==> config.mk <==
export PLATFORM = sky130hd
export DESIGN_NAME = seg7_scan_driver_flat
export DESIGN_NICKNAME = d
export VERILOG_FILES = /design/src/rtl/seg7_pkg.sv /design/src/rtl/seg7_scan_driver_if.sv /design/src/rtl/seg7_glyph.sv /design/src/rtl/seg7_scan_driver.sv /design/src/flat_wrapper.sv
export SDC_FILE = /design/constraint.sdc
export NUM_CORES = 1
export LEC_CHECK = 0
export ABC_AREA = 1
export BUFFER_PORTS_ARGS = -buffer_cell sky130_fd_sc_hd__buf_2
export CORE_ASPECT_RATIO = 1.75
export CORE_MARGIN = 3
export CORE_UTILIZATION = 62
export CTS_CLUSTER_SIZE = 24
export DETAILED_ROUTE_END_ITERATION = 10
export GPL_TIMING_DRIVEN = 0
export PLACE_DENSITY = 0.83
export SLEW_MARGIN = 40
export SYNTH_ARGS = -nofsm -noshare
export SYNTH_HDL_FRONTEND = slang
export SYNTH_HIERARCHICAL = 1
export SYNTH_SLANG_ARGS = --single-unit
==> constraint.sdc <==
create_clock -name clk -period 4.2 [get_ports clk]
set_input_delay 0.42 -clock clk [delete_from_list [all_inputs] [get_ports clk]]
set_output_delay 0.42 -clock clk [all_outputs]
set_load 0.01 [all_outputs]
==> src/rtl/seg7_pkg.sv <==
// rtl/seg7_pkg.sv - segment bit positions and hex glyph table for the 7-segment scan driver
// Purpose: shared constants and the nibble-to-glyph lookup.
// Ports: none (package).
package seg7_pkg;

  localparam int SEG_A  = 0;
  localparam int SEG_B  = 1;
  localparam int SEG_C  = 2;
  localparam int SEG_D  = 3;
  localparam int SEG_E  = 4;
  localparam int SEG_F  = 5;
  localparam int SEG_G  = 6;
  localparam int SEG_DP = 7;

  // Logical (active-high) glyphs, entry 0 in the low byte; DP bit is always 0 here.
  localparam logic [15:0][7:0] GLYPH_TABLE = {
    8'h71, 8'h79, 8'h5E, 8'h39, 8'h7C, 8'h77, 8'h6F, 8'h7F,
    8'h07, 8'h7D, 8'h6D, 8'h66, 8'h4F, 8'h5B, 8'h06, 8'h3F
  };

  function automatic logic [7:0] glyph(input logic [3:0] nibble);
    return GLYPH_TABLE[nibble];
  endfunction

endpackage

==> src/rtl/seg7_scan_driver_if.sv <==
// rtl/seg7_scan_driver_if.sv - display data and pin bundle for the 7-segment scan driver
// Purpose: groups the load-side inputs and the display pins.
// Ports (master = core side, slave = driver side):
//   value/dp/blank_lz/load  core -> driver
//   an/seg_out/frame_done   driver -> pins/core
interface seg7_scan_driver_if #(
  parameter int N_DIGITS = 4
);

  logic [4*N_DIGITS-1:0] value;
  logic [N_DIGITS-1:0]   dp;
  logic                  blank_lz;
  logic                  load;
  logic [N_DIGITS-1:0]   an;
  logic [7:0]            seg_out;
  logic                  frame_done;

  modport master (
    output value, dp, blank_lz, load,
    input  an, seg_out, frame_done
  );

  modport slave (
    input  value, dp, blank_lz, load,
    output an, seg_out, frame_done
  );

endinterface

==> src/rtl/seg7_glyph.sv <==
// rtl/seg7_glyph.sv - combinational nibble/dp/blank to 8-bit segment pattern
// Purpose: single shared decoder placed after the digit mux.
// Ports:
//   i_nibble  hex digit to show
//   i_dp      decimal point
//   i_blank   force segments A..G off (DP still honoured)
//   o_seg     bit0..6 = A..G, bit7 = DP, logical polarity
module seg7_glyph
  import seg7_pkg::*;
(
  input  logic [3:0] i_nibble,
  input  logic       i_dp,
  input  logic       i_blank,
  output logic [7:0] o_seg
);

  logic [7:0] w_raw;

  assign w_raw                = glyph(i_nibble);
  assign o_seg[SEG_G:SEG_A]   = i_blank ? 7'b0 : w_raw[SEG_G:SEG_A];
  assign o_seg[SEG_DP]        = i_dp;

endmodule

==> src/rtl/seg7_scan_driver.sv <==
// rtl/seg7_scan_driver.sv - time-multiplexed 7-segment driver with frame-synchronous updates
// Purpose: scans N_DIGITS digits, CLK_DIV cycles per slot, first BLANK_CYC cycles dark.
// Ports:
//   clk   system clock, rising edge
//   rst   synchronous active-high reset
//   bus   slave side of seg7_scan_driver_if (value/dp/blank_lz/load in, an/seg_out/frame_done out)
module seg7_scan_driver
  import seg7_pkg::*;
#(
  parameter int N_DIGITS   = 4,
  parameter int CLK_DIV    = 50000,
  parameter int BLANK_CYC  = 1,
  parameter int ACTIVE_LOW = 0
) (
  input  logic               clk,
  input  logic               rst,
  seg7_scan_driver_if.slave  bus
);

  localparam int PRE_W = $clog2(CLK_DIV);
  localparam int DIG_W = (N_DIGITS > 1) ? $clog2(N_DIGITS) : 1;
  localparam logic POL = (ACTIVE_LOW != 0);
  localparam logic [N_DIGITS-1:0] DIG0 = N_DIGITS'(1);

  logic [PRE_W-1:0]      r_pre;
  logic [DIG_W-1:0]      r_dig;
  logic [4*N_DIGITS-1:0] r_stage_value;
  logic [N_DIGITS-1:0]   r_stage_dp;
  logic                  r_stage_blz;
  logic                  r_pending;
  logic [4*N_DIGITS-1:0] r_shadow_value;
  logic [N_DIGITS-1:0]   r_shadow_dp;
  logic                  r_shadow_blz;
  logic [N_DIGITS-1:0]   r_an;
  logic [7:0]            r_seg;
  logic                  r_frame_done;

  logic                  w_pre_last;
  logic                  w_dig_last;
  logic                  w_boundary;
  logic                  w_active;
  logic [N_DIGITS-1:0]   w_zero_above;
  logic                  w_blank;
  logic [3:0]            w_nibble;
  logic [7:0]            w_glyph;
  logic [N_DIGITS-1:0]   w_an;
  logic [7:0]            w_seg;

  assign w_pre_last = (r_pre == PRE_W'(CLK_DIV - 1));
  assign w_dig_last = (r_dig == DIG_W'(N_DIGITS - 1));
  assign w_boundary = w_pre_last && w_dig_last;
  assign w_active   = !(r_pre < PRE_W'(BLANK_CYC));

  // Digit i is a leading zero when it and every digit to its left are zero.
  for (genvar gi = 0; gi < N_DIGITS; gi++) begin : g_lz
    assign w_zero_above[gi] = (r_shadow_value[4*N_DIGITS-1:4*gi] == '0);
  end

  assign w_nibble = r_shadow_value[{r_dig, 2'b00} +: 4];
  assign w_blank  = r_shadow_blz && (r_dig != '0) && w_zero_above[r_dig];

  seg7_glyph u_glyph (
    .i_nibble (w_nibble),
    .i_dp     (r_shadow_dp[r_dig]),
    .i_blank  (w_blank),
    .o_seg    (w_glyph)
  );

  assign w_an  = w_active ? (DIG0 << r_dig) : '0;
  assign w_seg = w_active ? w_glyph : 8'h00;

  always_ff @(posedge clk) begin
    if (rst) begin
      r_pre          <= '0;
      r_dig          <= '0;
      r_stage_value  <= '0;
      r_stage_dp     <= '0;
      r_stage_blz    <= 1'b0;
      r_pending      <= 1'b0;
      r_shadow_value <= '0;
      r_shadow_dp    <= '0;
      r_shadow_blz   <= 1'b0;
      r_an           <= {N_DIGITS{POL}};
      r_seg          <= {8{POL}};
      r_frame_done   <= 1'b0;
    end else begin
      r_pre <= w_pre_last ? '0 : r_pre + 1'b1;
      if (w_pre_last) begin
        r_dig <= w_dig_last ? '0 : r_dig + 1'b1;
      end

      if (bus.load) begin
        r_stage_value <= bus.value;
        r_stage_dp    <= bus.dp;
        r_stage_blz   <= bus.blank_lz;
      end

      // A load on the boundary edge bypasses staging so it is not a frame late.
      if (w_boundary) begin
        r_pending <= 1'b0;
        if (bus.load) begin
          r_shadow_value <= bus.value;
          r_shadow_dp    <= bus.dp;
          r_shadow_blz   <= bus.blank_lz;
        end else if (r_pending) begin
          r_shadow_value <= r_stage_value;
          r_shadow_dp    <= r_stage_dp;
          r_shadow_blz   <= r_stage_blz;
        end
      end else if (bus.load) begin
        r_pending <= 1'b1;
      end

      r_an         <= w_an ^ {N_DIGITS{POL}};
      r_seg        <= w_seg ^ {8{POL}};
      r_frame_done <= w_boundary;
    end
  end

  assign bus.an         = r_an;
  assign bus.seg_out    = r_seg;
  assign bus.frame_done = r_frame_done;

endmodule

==> src/flat_wrapper.sv <==
// flat-port wrapper written by rule: the top's interface ports become plain ports
module seg7_scan_driver_flat import seg7_pkg::*;
#(
  parameter int N_DIGITS   = 4,
  parameter int CLK_DIV    = 50000,
  parameter int BLANK_CYC  = 1,
  parameter int ACTIVE_LOW = 0
)
  (clk, rst, bus_value, bus_dp, bus_blank_lz, bus_load, bus_an, bus_seg_out, bus_frame_done);
  seg7_scan_driver_if #(.N_DIGITS(N_DIGITS)) bus_i ();
  input  logic clk;
  input  logic rst;
  input wire logic [$bits(bus_i.value)-1:0] bus_value;
  input wire logic [$bits(bus_i.dp)-1:0] bus_dp;
  input wire logic [$bits(bus_i.blank_lz)-1:0] bus_blank_lz;
  input wire logic [$bits(bus_i.load)-1:0] bus_load;
  output wire logic [$bits(bus_i.an)-1:0] bus_an;
  output wire logic [$bits(bus_i.seg_out)-1:0] bus_seg_out;
  output wire logic [$bits(bus_i.frame_done)-1:0] bus_frame_done;
  assign bus_i.value = bus_value;
  assign bus_i.dp = bus_dp;
  assign bus_i.blank_lz = bus_blank_lz;
  assign bus_i.load = bus_load;
  assign bus_an = bus_i.an;
  assign bus_seg_out = bus_i.seg_out;
  assign bus_frame_done = bus_i.frame_done;
  seg7_scan_driver #(.N_DIGITS(N_DIGITS), .CLK_DIV(CLK_DIV), .BLANK_CYC(BLANK_CYC), .ACTIVE_LOW(ACTIVE_LOW)) u_core (.clk(clk), .rst(rst), .bus(bus_i));
endmodule
==> out/qor.json, run 1 <==
{
  "average_routed_wire_per_standard_cell_microns": 12.82,
  "muxShareOfSynthArea_pct": 0,
  "synth-xor-area-share_pct": 1.457,
  "drt-vias-per-instance": 5.215,
  "drive_gt1_share_pct": 18.88,
  "finish.net_count": 587,
  "syn-mean-instance-area_sq_um": 7.126,
  "critical_path.startpoint_type": "flop",
  "io_buffer_count": 36,
  "floorplan.io_pins": 37,
  "synthCells": 506,
  "syn2layout_area_growth_pct": 12.01,
  "endpoints_failing_hold": 0,
  "final_core_util_pct": 72.31,
  "post_synth_top_area_share_pct": 41.08,
  "synth_flop_cell": "dfxtp_1",
  "dominant_combinational_cell_family_by_area_after_synthesis": "simple AND/OR/NAND/NOR gates",
  "critPathRequiredTime_ns": 4.49,
  "drt_iter0_markers": 171,
  "synth-edff-count": 0,
  "globalRouteTotalUtil_pct": 25.37,
  "insertion_delay_ns": 0.35,
  "die_area_sq_um": 6803,
  "worst-endpoint-arrival_ns": 2.49,
  "powerDensity_nw_per_um2": 318.5,
  "drv_slew": 0,
  "ys_ff_latch": 74,
  "vias": 3296,
  "postCtsSetupRepairBufs": 0,
  "final.setup.tns_ns": 0,
  "fin_ws_ns": 1.995,
  "global_placement_routability_congestion": 0.9102,
  "cts_hold_repair.buffers": 0,
  "static_leak_nw": 1.823,
  "netlist.top_cell.by_area": "dfxtp_1",
  "postRouteAntennaNets": 0,
  "wl_microns": 8101,
  "final_critical_path_required_period_ns": 2.205,
  "clk_path_buf_depth": 2,
  "synth_adder_area_share_pct": 3.470,
  "ys_top_cells_by_area": "dfxtp_1 41%, nor2_1 9.2%, nand2_1 7.9%, inv_1 7.6%, o21ai_0 4.7%",
  "clk_pin_slew_worst_setup_hold_paths_ns": 0.07,
  "floorplan.initialDensity_pct": 64.56,
  "core_region_area_sq_um": 5585,
  "rsz0062_at_grt": "no",
  "clock-root-buffer": "clkbuf_8",
  "synthTopCellsByCount": "88 x nor2_1, 76 x nand2_1, 74 x dfxtp_1, 73 x inv_1, 34 x o21ai_0",
  "grt_antenna_before_repair": 0,
  "worst_pin_slew_ns": 0.4630,
  "layout_worst_path_cycle_share_pct": 52.50,
  "cts_max_level": 3,
  "synth_most_common_cell": "nor2_1",
  "r2r_slack_ns": 2.00,
  "max_cap_viol_count": 0,
  "netlist_area_sq_um": 3606,
  "post_cts_resize_count": 0,
  "synth.yosys.warnings": 6,
  "fmax_mhz": 453.5,
  "ys_types": 32,
  "endpoint_kind": "flop",
  "worstSetupPathType": "flop to flop",
  "cts.sinks": 74,
  "clock_skew_ns": 0.005904,
  "yosysSeqAreaShare_pct": 41.08,
  "syn_nets": 540,
  "postSynth.asyncResetShare_pct": 0,
  "timing.hold.worst.class": "input pin to flop",
  "ir_worst_vdd_v": 0.0002431,
  "worst_slew_margin_rel_pct": 68.81,
  "run_status": "finished clean",
  "grt_max_degree": 12,
  "rows": 36,
  "drt_pre_antenna_iters": 4,
  "synth_compound_area_share_pct": 8.432,
  "synth-simple-area-share_pct": 33.80,
  "grt_pass1_wl_microns": 13400,
  "antennaDiodeCount": 0,
  "drcViolationCount": 0,
  "numCtsBuffers": 9,
  "setup_viol": 0,
  "tritoncts": "done",
  "fp.dieW_microns": 63.65,
  "dieHeight_microns": 106.9,
  "post-place-ws_ns": 2.004,
  "crit_path_max_fanout": 10,
  "via_count_of_the_first_global_routing_pass": 3183,
  "dp.final_hpwl_microns": 6366,
  "grt_overflow": 0
}
## flip-flops by register name (all words and copies together) (netlist names)
name,flops
u_core/r_pre,16
u_core/r_shadow_value,16
u_core/r_stage_value,16
u_core/bus.seg_out,8
u_core/bus.an,4
u_core/r_shadow_dp,4
u_core/r_stage_dp,4
u_core/r_dig,2
u_core/bus.frame_done,1
u_core/r_pending,1
u_core/r_shadow_blz,1
u_core/r_stage_blz,1
## logic make-up (layout without fill, tap and decap cells)
group / after synthesis / count (layout)
buf+inv: 99 / 149
flops: 74 / 74
simple gates: 260 / 260
fa+ha+maj: 10 / 10
compound gates: 57 / 57
xor+xnor: 6 / 6
## routing by layer
layer	global-route usage [%]	routed length [microns]	vias up
li1	-	-	1685
met1	22.40	2864	1492
met2	48.39	4600	81
met3	5.660	248	38
met4	18.39	387	0
met5	0	0	-
## power breakdown
part	leakage [nW]	switching (mW)	internal [mW]
sequential	0.604	0.00664	0.725
combinational	1.13	0.0571	0.0388
clock	0.0875	0.240	0.219
total	1.82	0.303	0.983
## cells in the final DEF, fill, tap and decap left out, drive strengths merged
| cell type | synthesis | final |
|---|---|---|
| o221ai | 5 | 5 |
| nor3b | 2 | 2 |
| nor3 | 8 | 8 |
| clkinv | 0 | 4 |
| ha | 10 | 10 |
| nand3b | 1 | 1 |
| dfxtp | 74 | 74 |
| inv | 76 | 76 |
| xnor2 | 2 | 2 |
| xor2 | 4 | 4 |
| nor4 | 1 | 1 |
| o21ai | 34 | 34 |
| a21oi | 18 | 18 |
| nand4 | 27 | 27 |
| nand2 | 88 | 88 |
| buf | 14 | 50 |
| and3 | 1 | 1 |
| nor2 | 92 | 92 |
| nand3 | 18 | 18 |
| or2 | 22 | 22 |
| clkbuf | 9 | 19 |
## path summary, 6_finish.rpt
kind	startpoint	to	cells past startpoint
min reg2reg	u_core/r_pre[0]$_SDFF_PP0_	u_core/r_pre[0]$_SDFF_PP0_	1
min	rst	u_core/r_stage_blz$_SDFFE_PP0P_	2
max	u_core/r_dig[1]$_SDFFE_PP0N_	u_core/bus.seg_out[1]$_SDFF_PP0_	10
max reg2reg	u_core/r_dig[1]$_SDFFE_PP0N_	u_core/bus.seg_out[1]$_SDFF_PP0_	10
## through the flow
| stage | hold WS (ns) | power [mW] | std cells | instance area [sq um] |
|---|---|---|---|---|
| 2_1_floorplan | 0.4281 | 0.8078 | 506 | 3606 |
| 3_3_place_gp | 0.4371 | 0.8393 | 618 | 3881 |
| 3_5_place_dp | 0.4555 | 0.8435 | 618 | 3881 |
| 4_1_cts | 0.2915 | 1.303 | 632 | 4039 |
| 5_1_grt | 0.3226 | 1.347 | 632 | 4039 |
| 6_report | 0.3101 | 1.287 | 632 | 4039 |
## worst max-delay path, stage by stage, from the launching register on
cell      delay [ns]
dfxtp_1         0.33
buf_2           0.21
nand2_1         0.21
o221ai_1        0.43
inv_1           0.17
ha_1            0.34
nand3_1         0.08
nand2_1         0.05
a21oi_1         0.17
inv_1           0.06
nor2_1          0.09
## layout make-up
cell class                      count  area, sq um
Timing Repair Buffer               36        180.2
Multi-Input combinational cell    333         1700
Inverter                           76        290.3
Tap cell                           76        95.09
Buffer                             23        133.9
Clock inverter                      4        20.02
Sequential cell                    74         1481
Fill cell                         509         1546
Clock buffer                       10        137.6
(Power assumes the default switching activity.)
==> run 2: changes to the inputs <==
- ABC_AREA: 1 -> 0
- CORE_UTILIZATION: 62 -> 52
- PLACE_DENSITY: 0.83 -> 0.75
- clock period: 4.2 -> 2 ns (I/O delays scaled with it)
==> run 2 against run 1 <==
The flow now finishes with violations (negative setup slack); sequential cell count unchanged; fmax increased by 6.8%; largest cell class unchanged; power increased by 120%; synthesized cell count decreased by 37%; final cell count decreased by 25%; die area increased by 11%; clock-buffer cell count increased by 3; highest routed layer unchanged; cell area increased by 3.5%; first-iteration DRC count decreased by 32%; setup slack got worse by 2.1 ns.
==> out/qor.json, run 2 <==
{
  "ys_types": 41,
  "dpl-instance-area_sq_um": 3680,
  "syn_nets": 355,
  "static_leak_nw": 1.737,
  "setup_viol": 1,
  "endpoint_kind": "flop",
  "powerDensity_nw_per_um2": 677.9,
  "drcViolationCount": 0,
  "vias": 2517,
  "crit_path_max_fanout": 4,
  "drv_slew": 0,
  "most_used_cells_in_the_layout_excluding_fill_and_tap_cells": "69 x dfxtp_1, 50 x nor2_1, 36 x buf_2",
  "io_buffer_count": 35,
  "failed_checks": "negative setup slack",
  "insertion_delay_ns": 0.35,
  "final_critical_path_required_period_ns": 2.064,
  "synthTopCellsByCount": "74 x dfxtp_1, 51 x nor2_1, 25 x mux2i_1, 21 x nor2b_1, 20 x mux2_4",
  "drt_iter0_markers": 117,
  "drt-vias-per-instance": 5.333,
  "multi_input_comb_area_sq_um": 1808,
  "drive_gt1_share_pct": 33.93,
  "post_synth_top_area_share_pct": 43.84,
  "critical_path.startpoint_type": "flop",
  "rsz0062_at_grt": "yes",
  "yosysSeqAreaShare_pct": 43.84,
  "globalRouteTotalUtil_pct": 21.51,
  "rows": 38,
  "worstSetupPathType": "flop to flop",
  "postRouteAntennaNets": 0,
  "timing.hold.worst.class": "input pin to flop",
  "antennaDiodeCount": 0,
  "run_status": "complete, but fails checks",
  "synth.yosys.warnings": 6,
  "floorplan.initialDensity_pct": 53.85,
  "grt_max_degree": 12,
  "via_count_of_the_first_global_routing_pass": 2667,
  "muxShareOfSynthArea_pct": 21.29,
  "dieHeight_microns": 112.6,
  "fill_cells": 489,
  "die_area_sq_um": 7540,
  "drt_pre_antenna_iters": 4,
  "grt_pass1_wl_microns": 12190,
  "synth-edff-count": 0,
  "fp.dieW_microns": 66.94,
  "finish.net_count": 422,
  "grt_overflow": 0,
  "synth_adder_area_share_pct": 3.702,
  "synthCells": 321,
  "endpoints_failing_hold": 0,
  "clock-root-buffer": "clkbuf_8",
  "layout_worst_path_cycle_share_pct": 103.2,
  "leading_cell_type_in_the_layout_fill_and_taps_excluded": "dfxtp_1",
  "dominant_combinational_cell_family_by_area_after_synthesis": "multiplexers",
  "final_core_util_pct": 66.63,
  "syn2layout_area_growth_pct": 23.73,
  "synth_flop_cell": "dfxtp_1",
  "worst_pin_slew_ns": 0.8035,
  "area_of_all_placed_cells_without_fillers_sq_um": 4182,
  "tritoncts": "done",
  "floorplan.io_pins": 37,
  "syn-mean-instance-area_sq_um": 10.53,
  "ys_ff_latch": 74,
  "max_cap_viol_count": 0,
  "cts.sinks": 74,
  "cts_hold_repair.buffers": 0,
  "worst_slew_margin_rel_pct": 46.43,
  "fin_ws_ns": -0.06391,
  "biggestRegsByFlops": "u_core/r_pre (16), u_core/r_shadow_value (16), u_core/r_stage_value (16)",
  "register_area_sq_um": 1495,
  "ys_top_cells_by_area": "dfxtp_1 44%, mux2_4 8.9%, mux2i_1 7.4%, nor2_1 5.7%, mux4_2 4.0%",
  "synth_compound_area_share_pct": 2.703,
  "cts_max_level": 3,
  "netlist.top_cell.by_area": "dfxtp_1",
  "grt_antenna_before_repair": 0,
  "dp.final_hpwl_microns": 4968,
  "fmax_mhz": 484.5,
  "global_placement_routability_congestion": 0.8171,
  "numCtsBuffers": 9,
  "worst-endpoint-arrival_ns": 2.36,
  "clk_pin_slew_worst_setup_hold_paths_ns": 0.07,
  "clock_skew_ns": 0.006627,
  "postSynth.asyncResetShare_pct": 0,
  "critPathRequiredTime_ns": 2.30,
  "core_region_area_sq_um": 6276,
  "synth-xor-area-share_pct": 3.887,
  "ir_worst_vdd_v": 0.0005157,
  "wl_microns": 7318,
  "netlist_area_sq_um": 3379,
  "synth-simple-area-share_pct": 19.14,
  "average_routed_wire_per_standard_cell_microns": 15.50,
  "synth_most_common_cell": "dfxtp_1",
  "clk_path_buf_depth": 2
}
==> run 2: cell count changes in the layout (fill, tap and decap cells not counted), moves of 11 or more <==
cell     before  now
o21ai_0      34    0
a21oi_1      18    3
nor2_1       88   50
or2_2        22    1
nand2_2      11    0
buf_4         4   21
nand2_1      76    3
nand4_1      26    5
mux2_4        0   21
inv_1        73   12
nor2b_1       0   21
mux2i_1       0   25
==> run 2: cells by family (layout without fill, tap and decap cells) <==
| logic type | count (synthesis) | count (layout) |
|---|---|---|
| muxes | 54 | 54 |
| and+or+nand+nor | 122 | 122 |
| xor gates and xnor gates | 15 | 15 |
| AOI/OAI and AO/OA | 12 | 12 |
| adders and majority gates | 10 | 10 |
| DFF | 74 | 74 |
| buffers and inverters | 34 | 105 |
==> run 2: worst max-delay path: stages, from the launching register on <==
cell and delay [ns]:
dfxtp_2 0.34, buf_6 0.12, mux4_2 0.59, buf_6 0.17
ha_4 0.16, mux4_2 0.44, nor2_1 0.09, and2_1 0.11
==> run 2: repair_timing <==
action / 4_1_cts / 5_1_grt
setup endpoints to repair: 39 / 35
setup buffers: 18 / 7
cloned: 1 / 1
pin swaps: 5 / 9
gates resized for setup: 14 / 16
==> run 2: power breakdown <==
part | internal, mW | total (mW) | switching [mW]
registers | 1.52 | 1.54 | 0.0204
clock network | 0.605 | 1.13 | 0.521
logic | 0.0756 | 0.170 | 0.0939
total | 2.20 | 2.83 | 0.635
==> run 2: metrics by stage <==
step / hold slack (ns) / total power [mW] / setup TNS, ns / cells / setup slack, ns
floorplan: 0.3756 / 1.679 / 0 / 321 / 0.002776
global placement: 0.4776 / 1.742 / -5.889 / 436 / -0.3611
detailed placement: 0.4955 / 1.748 / -7.602 / 436 / -0.4118
CTS: 0.1313 / 2.862 / -1.960 / 468 / -0.1161
global route: 0.1677 / 2.940 / -0.9048 / 472 / -0.1092
finish: 0.1398 / 2.835 / -0.06391 / 472 / -0.06391
==> run 2: cell type report <==
type | count | share of cell area [%]
repair buffers | 60 | 9.844
clock buffers | 13 | 3.561
flip-flops and latches | 74 | 35.76
well taps | 80 | 2.394
inverters | 13 | 1.167
clock inverters | 2 | 0.8977
plain buffers | 17 | 3.142
multi-input cells | 213 | 43.24
==> run 2: path summary, 6_finish.rpt <==
kind | start | to | slack (ns) | cells past startpoint
hold reg to reg | u_core/r_pre[0]$_SDFF_PP0_ | u_core/r_pre[0]$_SDFF_PP0_ | 0.48 | 1
setup / recovery | u_core/r_dig[0]$_SDFFE_PP0N_ | u_core/bus.seg_out[3]$_SDFF_PP0_ | -0.06 | 7
hold / removal | bus_dp[1] | u_core/r_stage_dp[1]$_SDFFE_PP0P_ | 0.14 | 3
setup reg to reg | u_core/r_dig[0]$_SDFFE_PP0N_ | u_core/bus.seg_out[3]$_SDFF_PP0_ | -0.06 | 7
==> run 2: metal layers <==
metal	GRT usage [%]	vias up	part of all wire (%)	wire [microns]
met5	0	-	0	0
met4	12.74	0	3.0	223
met3	4.404	18	3.9	283
met2	39.79	62	57	4146
met1	20.83	1210	36	2663
li1	-	1227	-	-
==> run 3: changes to the inputs <==
- CORE_MARGIN: 3 -> 2
- CORE_UTILIZATION: 52 -> 53
- PLACE_DENSITY: 0.75 -> 0.76
- SYNTH_HIERARCHICAL: 1 -> default
- TNS_END_PERCENT: default -> 5
==> run 3 against run 2 <==
The run now ends clean; combinational power up 4%; critical path depth unchanged; sequential cell count unchanged; clock power up 28%; fmax up 7.0%; utilization down 2.6 points; cell area down 1.4%; synthesized area up 3.2%.
==> out/qor.json, run 3 <==
{
  "wl_microns": 7698,
  "syn_nets": 370,
  "synth.yosys.warnings": 0,
  "syn2layout_area_growth_pct": 18.18,
  "post_synth_top_area_share_pct": 42.47,
  "core_region_area_sq_um": 6441,
  "netlist_area_sq_um": 3488,
  "cts.sinks": 74,
  "floorplan.io_pins": 37,
  "antennaDiodeCount": 0,
  "fin_worst_hold_slack_ns": 0.1590,
  "clk_pin_slew_worst_setup_hold_paths_ns": 0.06,
  "finish.net_count": 423,
  "drcViolationCount": 0,
  "grt_pass1_wl_microns": 12540,
  "cts_max_level": 3,
  "static_leak_nw": 1.688,
  "clk_path_buf_depth": 2,
  "fmax_mhz": 518.7,
  "dieHeight_microns": 111.3,
  "biggestRegsByFlops": "u_core.r_pre (16), u_core.r_shadow_value (16), u_core.r_stage_value (16)",
  "numCtsBuffers": 9,
  "drt_iter0_markers": 99,
  "clock-root-buffer": "clkbuf_16",
  "drt-vias-per-instance": 5.442,
  "postRouteAntennaNets": 0,
  "grt_overflow": 0,
  "dp.final_hpwl_microns": 5455,
  "leading_cell_type_in_the_layout_fill_and_taps_excluded": "dfxtp_1",
  "floorplan.initialDensity_pct": 54.16,
  "average_routed_wire_per_standard_cell_microns": 16.21,
  "r2r.worst_path.cells": 7,
  "postSynth.asyncResetShare_pct": 0,
  "hold_path_startpoint": "bus_value[3]",
  "yosysSeqAreaShare_pct": 42.47,
  "clock_skew_ns": 0.007212,
  "final_critical_path_required_period_ns": 1.928,
  "setup_viol": 0,
  "ys_types": 50,
  "io_buffer_count": 35,
  "critical_path.startpoint_type": "flop",
  "worst-endpoint-arrival_ns": 2.17,
  "drv_slew": 0,
  "syn-mean-instance-area_sq_um": 10.41,
  "synth_flop_cell": "dfxtp_1",
  "worst_slew_margin_rel_pct": 61.18,
  "critPathRequiredTime_ns": 2.25,
  "fill_cells": 522,
  "r2r_slack_ns": 0.07,
  "worst_pin_slew_ns": 0.5783,
  "global_placement_routability_congestion": 0.8465,
  "crit_path_max_fanout": 5,
  "synth_most_common_cell": "dfxtp_1",
  "netlist.top_cell.by_area": "dfxtp_1",
  "register_area_sq_um": 1483,
  "endpoints_failing_hold": 0,
  "rsz0062_at_grt": "yes",
  "grt_max_degree": 14,
  "vias": 2585,
  "most_used_cells_in_the_layout_excluding_fill_and_tap_cells": "73 x dfxtp_1, 40 x buf_2, 38 x nor2_1",
  "insertion_delay_ns": 0.33,
  "rows": 39,
  "ys_ff_latch": 74,
  "die_area_sq_um": 7272,
  "max_cap_viol_count": 0,
  "multi_input_comb_area_sq_um": 1864,
  "synthTopCellsByCount": "74 x dfxtp_1, 38 x nor2_1, 25 x mux2i_1, 20 x mux2_4, 19 x nor2b_1",
  "endpoint_of_the_worst_hold_path": "u_core.r_stage_value[3]$_SDFFE_PP0P_",
  "drt_pre_antenna_iters": 4,
  "p_total_mw": 3.158,
  "via_count_of_the_first_global_routing_pass": 2701,
  "worst_r2r_startpoint": "u_core.r_dig[0]$_SDFFE_PP0P_",
  "crit-reg2reg-capture": "u_core.bus.seg_out[1]$_SDFF_PP0_",
  "run_status": "finished clean",
  "ir_worst_vdd_v": 0.0006002,
  "timing.hold.worst.class": "input pin to flop",
  "worstSetupPathType": "flop to flop",
  "fp.dieW_microns": 65.33,
  "ys_top_cells_by_area": "dfxtp_1 42%, mux2_4 8.6%, mux2i_1 7.2%, nor2_1 4.1%, ha_1 3.9%",
  "synthCells": 335,
  "powerDensity_nw_per_um2": 766.1,
  "synth-edff-count": 0,
  "globalRouteTotalUtil_pct": 22.82,
  "grt_antenna_before_repair": 0,
  "min_delay_path_depth": 3,
  "drive_gt1_share_pct": 29.01,
  "endpoint_kind": "flop",
  "tritoncts": "done",
  "layout_worst_path_cycle_share_pct": 96.40
}
## run 3: metrics by stage
stage | utilization [%] | cells | setup WS [ns] | cell area (sq um) | TNS (ns)
floorplan | - | 335 | 0.1224 | 3488 | 0
global placement | 58.47 | 452 | -0.1217 | 3766 | -0.1417
detailed placement | 58.47 | 452 | -0.1795 | 3766 | -0.5093
CTS | 63.50 | 473 | 0.008552 | 4090 | 0
global route | 64.01 | 475 | -0.03230 | 4123 | -0.05870
finish | 64.01 | 475 | 0.07199 | 4123 | 0
## run 3: worst max path at each step
stage | start | endpoint | slack [ns] | depth (start not counted)
finish | u_core.r_dig[0]$_SDFFE_PP0P_ | u_core.bus.seg_out[1]$_SDFF_PP0_ | 0.07 | 7
global route | u_core.r_dig[0]$_SDFFE_PP0P_ | u_core.bus.seg_out[3]$_SDFF_PP0_ | -0.03 | 8
CTS | u_core.r_dig[0]$_SDFFE_PP0P_ | u_core.bus.seg_out[3]$_SDFF_PP0_ | 0.009 | 9
detailed placement | u_core.r_dig[0]$_SDFFE_PP0P_ | u_core.bus.seg_out[4]$_SDFF_PP0_ | -0.18 | 8
global placement | u_core.r_dig[0]$_SDFFE_PP0P_ | u_core.bus.seg_out[4]$_SDFF_PP0_ | -0.12 | 8
floorplan | u_core.r_dig[0]$_SDFFE_PP0P_ | u_core.bus.seg_out[4]$_SDFF_PP0_ | 0.12 | 8
## run 3: what timing repair did
item,CTS,global route
hold buffers,0,0
pin swaps,2,1
resized for setup,4,6
endpoints found under the setup margin,7,37
setup buffers,5,2
## run 3: layer usage
metal | vias up | GRT usage (%) | part of all wire (%)
met5 | - | 0 | 0
met4 | 0 | 11.39 | 3.5
met3 | 17 | 4.873 | 2.9
met2 | 46 | 43.54 | 58
met1 | 1246 | 21.89 | 36
li1 | 1276 | - | -
## run 3: cell families after synthesis
logic type                 after synthesis  synth area share, %
xor gates and xnor gates                12                3.013
muxes                                   52                19.98
AOI/OAI and AO/OA                       34                6.456
DFF                                     74                42.47
buffers and inverters                   33                4.663
and+or+nand+nor                        119                19.48
adders and majority gates               11                3.945
## run 3: worst max-delay path, cell delays in order, from the launching register on
cell      delay [ns]
dfxtp_2         0.34
buf_6           0.13
mux4_2          0.56
inv_1           0.18
ha_1            0.28
nor2_1          0.11
a21oi_1         0.05
a211oi_1        0.21
## run 3: final cells by class
cell class | count | share of cell area (%)
clock buffers | 10 | 5.554
inverters | 14 | 1.366
plain buffers | 19 | 2.822
well taps | 82 | 2.489
multi-input cells | 228 | 45.22
repair buffers | 42 | 5.524
flip-flops and latches | 74 | 35.96
clock inverters | 6 | 1.062
## run 3: report_power, final
part	internal [mW]	leakage [nW]	switching (mW)
Combinational	0.0763	0.964	0.0999
Clock	0.838	0.121	0.608
Sequential	1.52	0.604	0.0150
Total	2.44	1.69	0.723
